**src/rtl/cdt_pkg.sv**
```systemverilog
// Shared types and BCD helpers for the mm:ss countdown timer.
package cdt_pkg;

  typedef enum logic [1:0] {IDLE, RUN, PAUSE, DONE} cdt_state_t;
  typedef logic [3:0] bcd_t;

  localparam bcd_t MAX_UNITS = 4'd9;
  localparam bcd_t MAX_TENS  = 4'd5;

  typedef struct packed {
    bcd_t tens;
    bcd_t units;
  } bcd2_t;

  // 00..59 with wrap 59 -> 00, digit by digit
  function automatic bcd2_t bcd2_inc(input bcd2_t v);
    bcd2_t r;
    r = v;
    if (v.units == MAX_UNITS) begin
      r.units = '0;
      r.tens  = (v.tens == MAX_TENS) ? bcd_t'(0) : v.tens + 4'd1;
    end else begin
      r.units = v.units + 4'd1;
    end
    return r;
  endfunction

  // 00..59 with wrap 00 -> 59 (the borrow case for seconds)
  function automatic bcd2_t bcd2_dec(input bcd2_t v);
    bcd2_t r;
    r = v;
    if (v.units == '0) begin
      r.units = MAX_UNITS;
      r.tens  = (v.tens == '0) ? MAX_TENS : v.tens - 4'd1;
    end else begin
      r.units = v.units - 4'd1;
    end
    return r;
  endfunction

endpackage

```
**src/rtl/countdown_timer_button_edge.sv**
```systemverilog
// Push-button front end: 2-flop synchroniser plus registered rising-edge pulse.
module button_edge (
  input  logic clk,
  input  logic rst_n_i,
  input  logic btn_i,
  output logic pulse_o
);

  logic [2:0] sync_q;
  logic       pulse_q;

  // sync_q[1:0] is the synchroniser, sync_q[2] the previous synchronised level
  always_ff @(posedge clk or negedge rst_n_i) begin
    if (!rst_n_i) begin
      sync_q  <= '0;
      pulse_q <= 1'b0;
    end else begin
      sync_q  <= {sync_q[1:0], btn_i};
      pulse_q <= sync_q[1] & ~sync_q[2];
    end
  end

  assign pulse_o = pulse_q;

endmodule

```
**src/rtl/deco_bcd_7seg.sv**
```systemverilog
// BCD to 7-segment decoder, active-high segments ordered {g,f,e,d,c,b,a}.
module deco_bcd_7seg (
  input  logic [3:0] bcd_i,
  output logic [6:0] seg_o
);

  always_comb begin
    seg_o = 7'b0000000;
    case (bcd_i)
      4'd0: seg_o = 7'b0111111;
      4'd1: seg_o = 7'b0000110;
      4'd2: seg_o = 7'b1011011;
      4'd3: seg_o = 7'b1001111;
      4'd4: seg_o = 7'b1100110;
      4'd5: seg_o = 7'b1101101;
      4'd6: seg_o = 7'b1111101;
      4'd7: seg_o = 7'b0000111;
      4'd8: seg_o = 7'b1111111;
      4'd9: seg_o = 7'b1101111;
      default: seg_o = 7'b0000000;
    endcase
  end

endmodule

```
**src/rtl/countdown_timer.sv**
```systemverilog
// mm:ss BCD countdown timer with push-button load, start/pause and 00:00 flag.
// Optional CDT_BLINK_EN: digits alternate "0"/blank while expired.
module countdown_timer
  import cdt_pkg::*;
#(
  parameter int TICKS_PER_SEC = 50_000_000,
  parameter int TIC_W         = 26
) (
  input  logic       clk,
  input  logic       rst,
  input  logic       start_stop,
  input  logic       inc_min,
  input  logic       inc_sec,
  input  logic       clear,
  output logic [6:0] dMin,
  output logic [6:0] uMin,
  output logic [6:0] dSec,
  output logic [6:0] uSec,
  output logic       running,
  output logic       expired
);

  logic ss_p, min_p, sec_p, clr_p;

  button_edge u_btn_ss  (.clk(clk), .rst_n_i(rst), .btn_i(start_stop), .pulse_o(ss_p));
  button_edge u_btn_min (.clk(clk), .rst_n_i(rst), .btn_i(inc_min),    .pulse_o(min_p));
  button_edge u_btn_sec (.clk(clk), .rst_n_i(rst), .btn_i(inc_sec),    .pulse_o(sec_p));
  button_edge u_btn_clr (.clk(clk), .rst_n_i(rst), .btn_i(clear),      .pulse_o(clr_p));

  cdt_state_t       state_q, state_d;
  bcd2_t            min_q, min_d, sec_q, sec_d;
  logic [TIC_W-1:0] tick_q, tick_d, tick_inc;
  logic             running_q, running_d, expired_q, expired_d;
  logic             blank_q, blank_d;
  logic             tick_wrap, time_zero, dec_zero;
  bcd2_t            min_dec, sec_dec;

  assign tick_wrap = (tick_q == TIC_W'(TICKS_PER_SEC - 1));
  assign tick_inc  = tick_wrap ? '0 : tick_q + 1'b1;
  assign time_zero = (min_q == '0) && (sec_q == '0);
  assign sec_dec   = bcd2_dec(sec_q);
  assign min_dec   = (sec_q == '0) ? bcd2_dec(min_q) : min_q;
  assign dec_zero  = (min_dec == '0) && (sec_dec == '0);

  always_comb begin
    state_d   = state_q;
    min_d     = min_q;
    sec_d     = sec_q;
    tick_d    = tick_q;
    running_d = running_q;
    expired_d = expired_q;
    blank_d   = blank_q;
    if (clr_p) begin
      state_d   = IDLE;
      min_d     = '0;
      sec_d     = '0;
      tick_d    = '0;
      running_d = 1'b0;
      expired_d = 1'b0;
      blank_d   = 1'b0;
    end else begin
      case (state_q)
        IDLE: begin
          tick_d = '0;
          if (ss_p) begin
            if (!time_zero) begin
              state_d   = RUN;
              running_d = 1'b1;
            end
          end else begin
            if (min_p) min_d = bcd2_inc(min_q);
            if (sec_p) sec_d = bcd2_inc(sec_q);
          end
        end
        RUN: begin
          tick_d = tick_inc;
          if (ss_p) begin
            state_d   = PAUSE;
            running_d = 1'b0;
          end
          // A wrap that reaches 00:00 wins over a coincident pause
          if (tick_wrap) begin
            min_d = min_dec;
            sec_d = sec_dec;
            if (dec_zero) begin
              state_d   = DONE;
              running_d = 1'b0;
              expired_d = 1'b1;
              tick_d    = '0;
              blank_d   = 1'b0;
            end
          end
        end
        PAUSE: begin
          if (ss_p) begin
            state_d   = RUN;
            running_d = 1'b1;
          end
        end
        DONE: begin
`ifdef CDT_BLINK_EN
          tick_d = tick_inc;
          if (tick_wrap) blank_d = ~blank_q;
`else
          tick_d = '0;
`endif
        end
        default: state_d = IDLE;
      endcase
    end
  end

  always_ff @(posedge clk or negedge rst) begin
    if (!rst) begin
      state_q   <= IDLE;
      min_q     <= '0;
      sec_q     <= '0;
      tick_q    <= '0;
      running_q <= 1'b0;
      expired_q <= 1'b0;
      blank_q   <= 1'b0;
    end else begin
      state_q   <= state_d;
      min_q     <= min_d;
      sec_q     <= sec_d;
      tick_q    <= tick_d;
      running_q <= running_d;
      expired_q <= expired_d;
      blank_q   <= blank_d;
    end
  end

  logic [6:0] seg_dm, seg_um, seg_ds, seg_us;

  deco_bcd_7seg u_dec_dm (.bcd_i(min_q.tens),  .seg_o(seg_dm));
  deco_bcd_7seg u_dec_um (.bcd_i(min_q.units), .seg_o(seg_um));
  deco_bcd_7seg u_dec_ds (.bcd_i(sec_q.tens),  .seg_o(seg_ds));
  deco_bcd_7seg u_dec_us (.bcd_i(sec_q.units), .seg_o(seg_us));

`ifdef CDT_BLINK_EN
  assign dMin = blank_q ? 7'b0000000 : seg_dm;
  assign uMin = blank_q ? 7'b0000000 : seg_um;
  assign dSec = blank_q ? 7'b0000000 : seg_ds;
  assign uSec = blank_q ? 7'b0000000 : seg_us;
`else
  assign dMin = seg_dm;
  assign uMin = seg_um;
  assign dSec = seg_ds;
  assign uSec = seg_us;
`endif

  assign running = running_q;
  assign expired = expired_q;

endmodule

```
**config.mk**
```make
export PLATFORM = sky130hd
export DESIGN_NAME = countdown_timer
export DESIGN_NICKNAME = d
export VERILOG_FILES = /design/src/rtl/cdt_pkg.sv /design/src/rtl/countdown_timer_button_edge.sv /design/src/rtl/deco_bcd_7seg.sv /design/src/rtl/countdown_timer.sv
export SDC_FILE = /design/constraint.sdc
export NUM_CORES = 1
export LEC_CHECK = 0
export ABC_AREA = 1
export BUFFER_PORTS_ARGS = -buffer_cell sky130_fd_sc_hd__buf_2
export CAP_MARGIN = 10
export CORE_UTILIZATION = 29
export DETAILED_ROUTE_END_ITERATION = 12
export GPL_TIMING_DRIVEN = 0
export RECOVER_POWER = 25
export SKIP_CTS_REPAIR_TIMING = 1
export SYNTH_ARGS = -nofsm -noshare
export SYNTH_HDL_FRONTEND = slang
export SYNTH_SLANG_ARGS = --single-unit
```
**constraint.sdc**
```tcl
create_clock -name clk -period 1.95 [get_ports clk]
set_input_delay 0.585 -clock clk [delete_from_list [all_inputs] [get_ports clk]]
set_output_delay 0.585 -clock clk [all_outputs]
set_load 0.01 [all_outputs]
```
; ---- After elaboration in Yosys (flattened, before gate mapping)
; Memories as Yosys holds them, arrays and structs flattened.
; Index checks and enable logic that the tools add are counted.
[op_classes]
n_addsub = 9
bitwise_logic = 8
n_reduce_logical = 24
muxes = 48
n_eq_ne = 17
[ops]
columns = cell, n
row1 = 26-bit two-way mux, 4
row2 = 8-bit two-way mux, 9
row3 = 26-bit one-hot mux with 2 select lines, 1
row4 = 4-bit two-way mux, 12
row5 = 8-bit logical NOT, 4
row6 = 8-bit one-hot mux with 2 select lines, 2
row7 = 26-bit by 1-bit adder with 26-bit output (second input constant), 1
row8 = 26-bit == test (second input constant), 1
row9 = 4-bit by 1-bit adder with 4-bit output (second input constant), 4
row10 = 4-bit logical NOT, 4
row11 = 4-bit by 1-bit subtractor with 4-bit output (second input constant), 4
row12 = 3-bit by 2-bit != test with 1-bit output (second input constant), 5
row13 = 2-bit two-way mux, 7
row14 = 3-bit by 1-bit != test with 1-bit output (second input constant), 4
row15 = 4-bit AND reduction, 3
row16 = 1-bit two-way mux, 11
row17 = 5-bit AND reduction, 2
row18 = 4-bit by 3-bit == test with 1-bit output (second input constant), 2
row19 = 4-bit == test (second input constant), 2
row20 = 2-bit one-hot mux with 3 select lines, 1
row21 = 2-bit nonzero test, 3
row22 = 3-bit nonzero test, 2
row23 = 1-bit bitwise AND, 4
row24 = 2-bit == test (second input constant), 2
row25 = 8 further kinds, 12
[totals]
reg_bits = 62
rom_bits = 448
elab_cells = 126
in_bits = 6
memories = 4
output_inout_bits = 30
[mem_list]
columns = name, depth, width, rd, rd_clocked_by_memory_dff, wr, line_no
row1 = (name not given), 16, 7, 1, 0, 0, deco_bcd_7seg.sv:9  ; case (bcd_i)
row2 = (name not given), 16, 7, 1, 0, 0, deco_bcd_7seg.sv:9
row3 = (name not given), 16, 7, 1, 0, 0, deco_bcd_7seg.sv:9
row4 = (name not given), 16, 7, 1, 0, 0, deco_bcd_7seg.sv:9

; ---- Depth between registers and ports, before layout
; Gate-level depths: netlist of run 1.
[depth]
depth_word = 10
depth_mapped = 15
ltp_nobuf = 15

; ---- Modules after synthesis
; Synthesis of run 1 repeated with hierarchy kept, for this count alone.
[hier_totals]
hier_cells = 637
area_unflattened_um2 = 4513.1
[by_module_without_submodules]
columns = module, n_inst, area_each_um2, cells_each, seq_area_each_um2
row1 = countdown_timer, 1, 3231.8, 457, 1151.1
row2 = deco_bcd_7seg, 4, 210.2, 39, 0.0
row3 = button_edge, 4, 110.1, 6, 100.1

; ---- Worst setup path after synthesis of run 1
; OpenSTA, ideal clock, no wires.
[synth_timing]
path_kind = flip-flop to output port
from = register min_q[4] (netlist name)
to = output port dMin[0]
required_time_ns = 1.365
path_buffers = 0
t_arrival_ns = 1.339
slack_ns = 0.026
path_stages_with_launch = 4
cell_sequence = dfrtp_1 inv_1 ha_1 o311ai_0
[synth_between]
elab_chain_len = 1
[synth_rtl]
columns = item, line_no
row1 = start: declaration, countdown_timer.sv:31  ; bcd2_t min_q, min_d, sec_q, sec_d;
row2 = start signal: assignment, countdown_timer.sv:124  ; min_q <= min_d;
row3 = memory read 16 x 7 bit, n/a
row4 = end: declaration, countdown_timer.sv:15  ; output logic [6:0] dMin,
; Every way passes these cells.

; ---- Worst setup path after layout of run 1
[layout_timing]
from = register sec_q[0] (netlist name)
to = output port uSec[4]
[layout_between]
elab_chain_len = 1
[layout_rtl]
columns = item, line_no
row1 = start: declaration, countdown_timer.sv:31
row2 = start signal: assignment, countdown_timer.sv:117  ; sec_q <= '0;
row3 = start signal: assignment, countdown_timer.sv:125  ; sec_q <= sec_d;
row4 = memory read 16 x 7 bit, n/a
row5 = end: declaration, countdown_timer.sv:18  ; output logic [6:0] uSec,
; Every way passes these cells.

==> results.py, run 1 <==
metrics = {
    "global_route": {
        "use_met3_pct": 3.39,
        "grt_use_met1_pct": 18.6,
        "antenna_found_initial": 0,
        "grt-ovfl-total": 0,
        "grt-busiest-layer": "met2",
        "track_usage_pct": 14.0,
        "grt_pass1_wl_um": 18400,
        "grtUsageMet2_pct": 22.6,
        "grt_max_degree": 63,
        "grt_pass1_vias": 3885,
    },
    "place": {
        "portBuffers": 35,
        "place_congestion": 0.817,
        "pre_cts_ws_ps": -360,
        "dpl_cell_area_um2": 5130,
        "hpwl_um": 8170,
    },
    "sta": {
        "timing.slew.headroom_pct": -5.26,
        "drv_slew": 63,
        "tns_ps": -5340,
        "period_needed_ps": 2260,
        "fmax_mhz": 443,
        "setup_viol": 32,
        "hold_violations": 0,
        "finalCritPeriodShare_pct": 116,
        "layout_setup_ws_ps": -307,
        "fin_worst_skew_ps": 8.99,
        "rsz0062_at_grt": "yes",
        "hold_slack_ps": 346,
        "worst_pin_slew_ps": 1580,
    },
    "yosys": {
        "syn_nets": 686,
        "netlist.area_leader.share_pct": 33.1,
        "seq_area_frac_synth_pct": 33.1,
        "yosys_warnings": 0,
        "synth_cell_types": 50,
        "synthTopCellsByCount": "nand2_1, nor2_1, inv_1",
        "synth_ff_type": "dfrtp_1",
        "synth_edf_count": 0,
        "synth_cells": 643,
        "synth_area_per_cell_um2": 7.28,
        "synthArstFlopShare_pct": 100,
        "yosys.area.top_type": "dfrtp_1",
        "synth_area_leaders": "dfrtp_1, nand2_1, ha_1, nor2_1, inv_1",
        "post-synth-top-count-cell": "nand2_1",
        "syn_area_um2": 4680,
        "synth-seq-cells": 62,
    },
    "job": {
        "drv_cap": 1,
    },
    "setup_path": {
        "path_max_fanout": 7,
        "r2r_cells": 15,
        "r2r_slack_ps": -190,
        "worstPathRequired_ps": 1360,
        "critPathCapture": "uSec[4]",
        "cp.arrival_ps": 1670,
        "worstSetupPathType": "reg2out",
        "end_kind": "primary output",
        "start_kind": "register",
        "cp-startpoint": "sec_q[0]",
        "r2r-end": "running",
        "r2r-start": "sec_q[5]",
    },
    "clock_network": {
        "htreeDepth": 3,
        "cts.reportedPaths.clkPinSlew_ps": 60,
        "clockBufferDepth": 2,
        "cts_sinks": 62,
        "cts_root_buf": "clkbuf_16",
        "cts_buffers": 9,
        "clock_latency_ps": 340,
        "cts_tree": "built",
    },
    "final_layout": {
        "nNetsFinal": 803,
        "drive_gt1_share_pct": 37.0,
        "fin_area_um2": 6590,
        "fin_util_pct": 41.6,
        "syn2layout_area_growth_pct": 40.7,
        "diodes": 0,
    },
    "drt": {
        "first_pass_iters": 5,
        "first_iter_violations": 246,
        "postRouteAntennaNets": 0,
        "drt-vias-per-instance": 4.76,
        "avgRoutedWirePerCell_um": 13.0,
        "wirelength_um": 12700,
        "drc": 0,
        "vias": 4666,
    },
    "min_path": {
        "hp-class": "reg2reg",
    },
    "outcome": {
        "status": "complete, but fails checks",
        "violations": "max-capacitance violations, max-slew violations, negative setup slack",
    },
    "floorplan": {
        "die_w_um": 129,
        "core-area_um2": 15800,
        "fp-row-count": 46,
        "die_y_um": 129,
        "start_util_pct": 29.6,
        "dieArea_um2": 16700,
        "ios": 36,
    },
    "power": {
        "ir_drop_mv": 0.810,
        "power.density_nw_per_um2": 1590,
        "power.leakage_uw": 0.00296,
    },
}
[sequential cells by signal, summed over array words and instances (netlist names)]
| name | flops |
|---|---|
| expired | 1 |
| min_q | 8 |
| running | 1 |
| sec_q | 8 |
| state_q | 2 |
| tick_q | 26 |
| u_btn_clr.pulse_o | 1 |
| u_btn_clr.sync_q | 3 |
| u_btn_min.pulse_o | 1 |
| u_btn_min.sync_q | 3 |
| u_btn_sec.pulse_o | 1 |
| u_btn_sec.sync_q | 3 |
| u_btn_ss.pulse_o | 1 |
| u_btn_ss.sync_q | 3 |
[final cells by class]
class,instances,area [um2]
repair buffers,107,777
flip-flops and latches,62,1570
inverters,68,303
multi-input cells,500,3280
clock inverters,7,52.6
clock buffers,9,225
well taps,216,270
fillers,1541,9240
plain buffers,12,115
[metrics by stage]
step,std cells,power [uW]
floorplan,643,5190
global placement,894,6510
detailed placement,894,6520
CTS,910,8060
global route,981,11200
finish,981,10400
[layout by cell type, fill, tap and decap left out, types with 9 or more instances in the layout]
cell / n
nand2_1: 130
nor2_1: 70
buf_4: 60
dfrtp_1: 50
nand3_1: 44
inv_1: 43
buf_2: 33
a21oi_1: 26
nand2_2: 24
buf_6: 23
ha_4: 19
o21ai_0: 18
a21oi_2: 15
ha_1: 14
nor2_2: 13
o22ai_1: 12
nor2_4: 12
dfrtp_2: 12
nor3_1: 11
inv_2: 9
clkbuf_16: 9
[power by group]
group	internal, uW	switching [uW]	leakage [uW]
Sequential	1540	304	0.000786
Clock	871	612	0.000137
Combinational	3200	3920	0.00203
[worst min-delay path by stage]
stage                             start                   to  slack (ps)  cells past startpoint
CTS                               clear  u_btn_clr.sync_q[0]         330                      1
finish              u_btn_sec.sync_q[0]  u_btn_sec.sync_q[1]         350                      0
global placement    u_btn_sec.sync_q[0]  u_btn_sec.sync_q[1]         330                      0
detailed placement  u_btn_sec.sync_q[0]  u_btn_sec.sync_q[1]         330                      0
floorplan                           rst              expired         290                      0
global route                      clear  u_btn_clr.sync_q[0]         330                      1
[per-layer routing]
metal	share of wire (%)	vias to the layer above	wire (um)
met5	0	-	0
met4	0.81	0	103
met3	3.4	7	432
met2	50	92	6290
met1	46	2197	5880
li1	-	2370	-
[kinds of logic after synthesis]
kind of cell | Yosys count | share of synthesized area (%)
xor gates and xnor gates | 12 | 2.24
and+or+nand+nor | 342 | 33.4
AOI/OAI and AO/OA | 109 | 13.8
adders and majority gates | 37 | 9.89
DFF | 62 | 33.1
buffers and inverters | 81 | 7.48
[worst max-delay path, stage by stage (launching register included)]
cell and delay [ps]:
dfrtp_2 460, clkinvlp_4 220, buf_4 180, ha_1 180, nand2_1 60, nand2_1 80
buf_2 150
(Power assumes the default switching activity.)
==> inputs of run 2 (changes only) <==
--- a/config.mk
+++ b/config.mk
@@ -5,7 +5,6 @@
 export SDC_FILE = /design/constraint.sdc
 export NUM_CORES = 1
 export LEC_CHECK = 0
-export ABC_AREA = 1
 export BUFFER_PORTS_ARGS = -buffer_cell sky130_fd_sc_hd__buf_2
 export CAP_MARGIN = 10
 export CORE_UTILIZATION = 29
==> run 2 against run 1 <==
  * The flow finishes with violations (design-rule violations, max-capacitance violations, max-slew violations, negative setup slack)
  * Global-route usage grew 0.91 points
  * Clock skew shrank 3.2 ps
  * Non-clock buffer count grew 5
  * Critical path depth grew 3
  * Highest routed layer unchanged
  * Sequential cell count is the same
  * Synthesized cell count shrank 17%
  * Fmax shrank 14%
  * Largest cell class unchanged
  * Utilization grew 1.3 points
  * Combinational power shrank 7.0%
  * Worst setup slack lost 370 ps
  * Routed wire length grew 5.8%
  * Largest power group unchanged
==> results.py, run 2 <==
metrics = {
    "setup_path": {
        "cp_slowest_cell": "dfrtp_2",
        "path_max_fanout": 6,
        "path_cells": "inv_4 -> ha_4 -> buf_4 -> buf_6 -> nor3b_2 -> nand3_1 -> o32ai_1 -> nand4_1 -> a31o_1",
        "start_kind": "register",
        "worstPathRequired_ps": 2170,
        "cpPeakStageDelay_ps": 450,
        "worstSetupPathType": "reg2reg",
        "end_kind": "register",
        "cp.arrival_ps": 2850,
    },
    "final_layout": {
        "fin_area_um2": 6500,
        "largestRegisters": "tick_q: 26 flops, min_q: 8 flops, sec_q: 8 flops",
        "largest_register": "tick_q",
        "mostFrequentLayoutCell": "dfrtp_1",
        "drive_gt1_share_pct": 40.5,
        "diodes": 0,
        "largest_register_ffs": 26,
        "nNetsFinal": 687,
        "final_cells": 837,
        "fillers": 1398,
        "syn2layout_area_growth_pct": 45.4,
        "final_cell_mix": "dfrtp_1, nand2_1, buf_4, nor2_1, buf_6",
    },
    "floorplan": {
        "fp-row-count": 45,
        "die_y_um": 126,
        "core-area_um2": 15100,
        "dieArea_um2": 15900,
        "start_util_pct": 29.5,
        "ios": 36,
        "die_w_um": 126,
    },
    "yosys": {
        "seq_area_frac_synth_pct": 34.7,
        "synth-seq-cells": 62,
        "yosys.area.top_type": "dfrtp_1",
        "synth_edf_count": 0,
        "synth_area_per_cell_um2": 8.41,
        "synthTopCellsByCount": "dfrtp_1, nor2_1, o21ai_0",
        "synth_area_leaders": "dfrtp_1, ha_1, o21ai_0, nor2_1, nand2_1",
        "synth_cell_types": 64,
        "post-synth-top-count-cell": "dfrtp_1",
        "syn_nets": 575,
        "netlist.area_leader.share_pct": 34.7,
        "yosys_warnings": 0,
        "synth_ff_type": "dfrtp_1",
        "synthArstFlopShare_pct": 100,
        "syn_area_um2": 4470,
        "synth_cells": 532,
    },
    "place": {
        "pre_cts_ws_ps": -861,
        "hpwl_um": 8410,
        "place_congestion": 0.848,
        "dp_cells": 755,
        "portBuffers": 35,
        "dpl_cell_area_um2": 4970,
    },
    "min_path": {
        "hp-class": "reg2reg",
    },
    "drt": {
        "drt-vias-per-instance": 5.53,
        "first_iter_violations": 365,
        "postRouteAntennaNets": 0,
        "first_pass_iters": 9,
        "avgRoutedWirePerCell_um": 16.1,
        "vias": 4630,
        "drc": 2,
        "wirelength_um": 13400,
    },
    "power": {
        "ir_drop_mv": 0.551,
        "power.density_nw_per_um2": 1570,
        "power.leakage_uw": 0.00266,
    },
    "clock_network": {
        "cts_tree": "built",
        "cts_root_buf": "clkbuf_16",
        "clockBufferDepth": 2,
        "cts_buffers": 9,
        "clock_latency_ps": 340,
        "cts_sinks": 62,
        "cts.reportedPaths.clkPinSlew_ps": 60,
        "htreeDepth": 3,
    },
    "sta": {
        "layout_setup_ws_ps": -674,
        "worst_pin_slew_ps": 1630,
        "fin_worst_skew_ps": 5.84,
        "drv_slew": 63,
        "setup_viol": 73,
        "period_needed_ps": 2620,
        "timing.slew.headroom_pct": -8.57,
        "fmax_mhz": 381,
        "finalCritPeriodShare_pct": 135,
        "rsz0062_at_grt": "yes",
        "hold_violations": 0,
    },
    "global_route": {
        "track_usage_pct": 14.9,
        "grt_pass1_wl_um": 19400,
        "grt_max_degree": 63,
        "antenna_found_initial": 0,
        "grt_pass1_vias": 4048,
        "grt-ovfl-total": 0,
    },
    "outcome": {
        "violations": "design-rule violations, max-capacitance violations, max-slew violations, negative setup slack",
        "status": "complete, but fails checks",
    },
    "job": {
        "drv_cap": 1,
    },
}
-- run 2: changes by cell type after synthesis, sizes merged, moves of 7 or more --
cell / before / now
nand2: 162 / 47
inv: 66 / 25
nor2: 97 / 56
nand3: 47 / 20
o21ai: 28 / 48
clkbuf: 2 / 18
nor2b: 0 / 12
a31oi: 8 / 17
and3: 0 / 7
-- run 2: path summary, 6_finish.rpt --
kind / depth (start not counted) / start / slack [ps] / endpoint
setup / recovery: 9 / sec_q[5] / -670 / running
hold / removal: 0 / u_btn_clr.sync_q[0] / 350 / u_btn_clr.sync_q[1]
setup reg to reg: 9 / sec_q[5] / -670 / running
hold reg to reg: 0 / u_btn_clr.sync_q[0] / 350 / u_btn_clr.sync_q[1]
max in group asynchronous: 1 / rst / 200 / tick_q[16]
min in group asynchronous: 1 / rst / 650 / sec_q[2]
-- run 2: critical path, delay by kind of cell, from the launching register on --
kind	cells	cell delay, ps
buffers and inverters	3	310
adders and majority gates	1	170
DFF	1	450
and+or+nand+nor	3	910
AOI/OAI and AO/OA	2	670
-- run 2: logic make-up (layout without fill, tap and decap cells) --
kind of cell             Yosys count  count (layout)  share of synthesized area [%]
AND/OR/NAND/NOR                  205             205                           23.1
AO/OA/AOI/OAI                    158             159                           22.8
flip-flops                        62              62                           34.7
buffers and inverters             50             166                           4.95
adder cells (fa/ha/maj)           37              37                           10.4
XOR/XNOR                          15              15                           2.94
multiplexers                       5               5                           1.18
-- run 2: layout make-up --
cell class,count,area [um2],share of cell area (%)
sequential,62,1570,24.1
inverter,26,136,2.10
clock buffer,11,243,3.73
multi-input combinational,421,3250,50.0
timing repair buffer,102,781,12.0
clock inverter,5,82.6,1.27
tap,188,235,3.62
buffer,22,210,3.23
-- run 2: power by group --
part / switching [uW] / leakage [uW] / internal (uW)
sequential: 297 / 0.000795 / 1500
combinational: 3630 / 0.00171 / 2990
clock: 613 / 0.000160 / 1160
-- run 2: stage by stage --
step	TNS (ps)	hold WS, ps	utilization (%)	power [uW]
floorplan	-13020	289	-	5010
global placement	-26380	334	32.8	6240
detailed placement	-27680	335	32.8	6340
CTS	-37180	347	35.0	8150
global route	-29880	343	42.9	10800
finish	-24360	346	42.9	10200
-- run 2: metal layers --
metal	GRT usage (%)	routed length (um)	part of all wire (%)
met1	18.5	5820	43
met2	25.8	6770	50
met3	3.57	661	4.9
met4	3.90	193	1.4
met5	0	0	0
==> inputs of run 3 (changes only) <==
==> constraint.sdc (replaced) <==
create_clock -name clk -period 3 [get_ports clk]
set_input_delay 0.9 -clock clk [delete_from_list [all_inputs] [get_ports clk]]
set_output_delay 0.9 -clock clk [all_outputs]
set_load 0.01 [all_outputs]
==> run 3 against run 2 <==
  * The flow finishes with violations (max-capacitance violations, max-slew violations)
  * Register-to-register slack improved by 860 ps
  * Routed wire length fell by 10%
  * Combinational power decreased by 56%
  * Critical path type unchanged
  * Non-clock buffer count decreased by 63
  * Power shrank 50%
  * Critical endpoint unchanged
  * Worst hold slack improved by 4.3 ps
  * Utilization fell by 8.3 points
  * Final area fell by 19%
  * Die area stayed put
  * Largest cell class unchanged
  * Sequential power is 35% lower
  * Clock-buffer cell count down 2
==> results.py, run 3 (same netlist as run 2, synthesis figures left out) <==
metrics = {
    "final_layout": {
        "diodes": 0,
        "nNetsFinal": 623,
        "largestRegisters": "tick_q: 26 flops, min_q: 8 flops, sec_q: 8 flops",
        "final_cell_mix": "dfrtp_1, nor2_1, nand2_1, o21ai_0",
        "syn2layout_area_growth_pct": 17.3,
        "fin_util_pct": 34.6,
        "mostFrequentLayoutCell": "dfrtp_1",
        "regArea_um2": 1560,
        "fillers": 1572,
        "largest_register": "tick_q",
        "multi_input_area_um2": 2750,
        "drive_gt1_share_pct": 16.6,
        "largest_register_ffs": 26,
        "final_cells": 773,
    },
    "drt": {
        "drt-vias-per-instance": 5.46,
        "first_iter_violations": 273,
        "postRouteAntennaNets": 0,
        "first_pass_iters": 5,
        "wirelength_um": 12000,
        "drc": 0,
        "route.met3.wl_um": 606,
        "avgRoutedWirePerCell_um": 15.6,
        "wl_met2_um": 5790,
        "top_layer": "met4",
        "m1WireLength_um": 5420,
        "vias": 4219,
    },
    "clock_network": {
        "clock_latency_ps": 330,
        "htreeDepth": 3,
        "cts_buffers": 9,
        "clockBufferDepth": 2,
        "cts_tree": "built",
        "cts_sinks": 62,
        "cts_root_buf": "clkbuf_16",
        "cts.reportedPaths.clkPinSlew_ps": 60,
    },
    "outcome": {
        "status": "complete, but fails checks",
        "violations": "max-capacitance violations, max-slew violations",
    },
    "power": {
        "power.density_nw_per_um2": 977,
        "p_total_uw": 5120,
        "ir_drop_mv": 0.303,
        "power.leakage_uw": 0.00219,
    },
    "setup_path": {
        "start_kind": "register",
        "end_kind": "register",
        "worstSetupPathType": "reg2reg",
        "path_cells": "inv_2 -> ha_4 -> or3b_2 -> clkbuf_1 -> nor3_4 -> nand2_1 -> a221oi_1 -> nand4_1 -> a31o_1",
        "cpPeakStageDelay_ps": 470,
        "cp_slowest_cell": "dfrtp_2",
        "path_max_fanout": 9,
        "worstPathRequired_ps": 3230,
        "r2r_slack_ps": 190,
        "cp.arrival_ps": 3040,
    },
    "sta": {
        "setup_viol": 0,
        "layout_setup_ws_ps": 190,
        "drv_slew": 63,
        "rsz0062_at_grt": "no",
        "fin_worst_skew_ps": 7.21,
        "timing.slew.headroom_pct": -4.94,
        "fmax_mhz": 356,
        "finalCritPeriodShare_pct": 93.7,
        "worst_pin_slew_ps": 1570,
        "hold_violations": 0,
        "tns_ps": 0,
        "period_needed_ps": 2810,
    },
    "place": {
        "pre_cts_ws_ps": -497,
        "place_congestion": 0.876,
        "portBuffers": 35,
        "hpwl_um": 8610,
        "dp_cells": 755,
    },
    "global_route": {
        "grt-ovfl-total": 0,
        "track_usage_pct": 15.7,
        "grt_max_degree": 63,
        "grt_pass1_vias": 4200,
        "grt_pass1_wl_um": 20300,
        "antenna_found_initial": 0,
    },
    "floorplan": {
        "die_y_um": 126,
        "fp-row-count": 45,
        "dieArea_um2": 15900,
        "start_util_pct": 29.5,
        "core-area_um2": 15100,
        "ios": 36,
        "die_w_um": 126,
    },
    "job": {
        "drv_cap": 1,
    },
    "min_path": {
        "hp-class": "reg2reg",
    },
}
run 3: cell types whose count changed in the layout (fill, tap and decap cells not counted), sizes merged:
cell	delta
buf	-74
clkbuf	+9
inv	+9
clkinv	-5
bufinv	-2
o211ai	-1
run 3: final cells by class:
| class | instances | share of cell area, % |
|---|---|---|
| buffer | 23 | 2.31 |
| timing repair buffer | 38 | 3.77 |
| sequential | 62 | 29.7 |
| tap | 188 | 4.48 |
| multi-input combinational | 420 | 52.3 |
| inverter | 26 | 1.91 |
| clock inverter | 7 | 1.19 |
| clock buffer | 9 | 4.29 |
run 3: worst max-delay path, delay by kind of cell, from the launching register on:
family / cells / cell delay [ps]
flip-flops: 1 / 470
adder cells (fa/ha/maj): 1 / 190
AND/OR/NAND/NOR: 4 / 1080
AO/OA/AOI/OAI: 2 / 610
buffers and inverters: 2 / 360
run 3: where the power goes:
part           total [uW]  internal (uW)  switching (uW)  leakage [uW]
Combinational        2940           1110            1830       0.00125
Clock                1020            578             443      0.000139
Sequential           1160            967             198      0.000805
run 3: final timing paths:
path	cells after the start	start	end
worst max-delay path	9	sec_q[4]	running
worst min-delay path	0	u_btn_clr.sync_q[0]	u_btn_clr.sync_q[1]
worst max register to register	9	sec_q[4]	running
worst min register to register	0	u_btn_clr.sync_q[0]	u_btn_clr.sync_q[1]
max in group asynchronous	1	rst	sec_q[4]
min in group asynchronous	1	rst	sec_q[5]
run 3: layer usage:
metal	vias up	track usage, %
li1	2030	-
met1	2031	20.0
met2	133	25.9
met3	25	3.19
met4	0	6.38
met5	-	0
run 3: per-stage QoR:
step                hold WS [ps]  area [um2]
global route                 359        5250
floorplan                    331        4470
detailed placement           335        4880
CTS                          351        5170
global placement             335        4880
finish                       351        5250
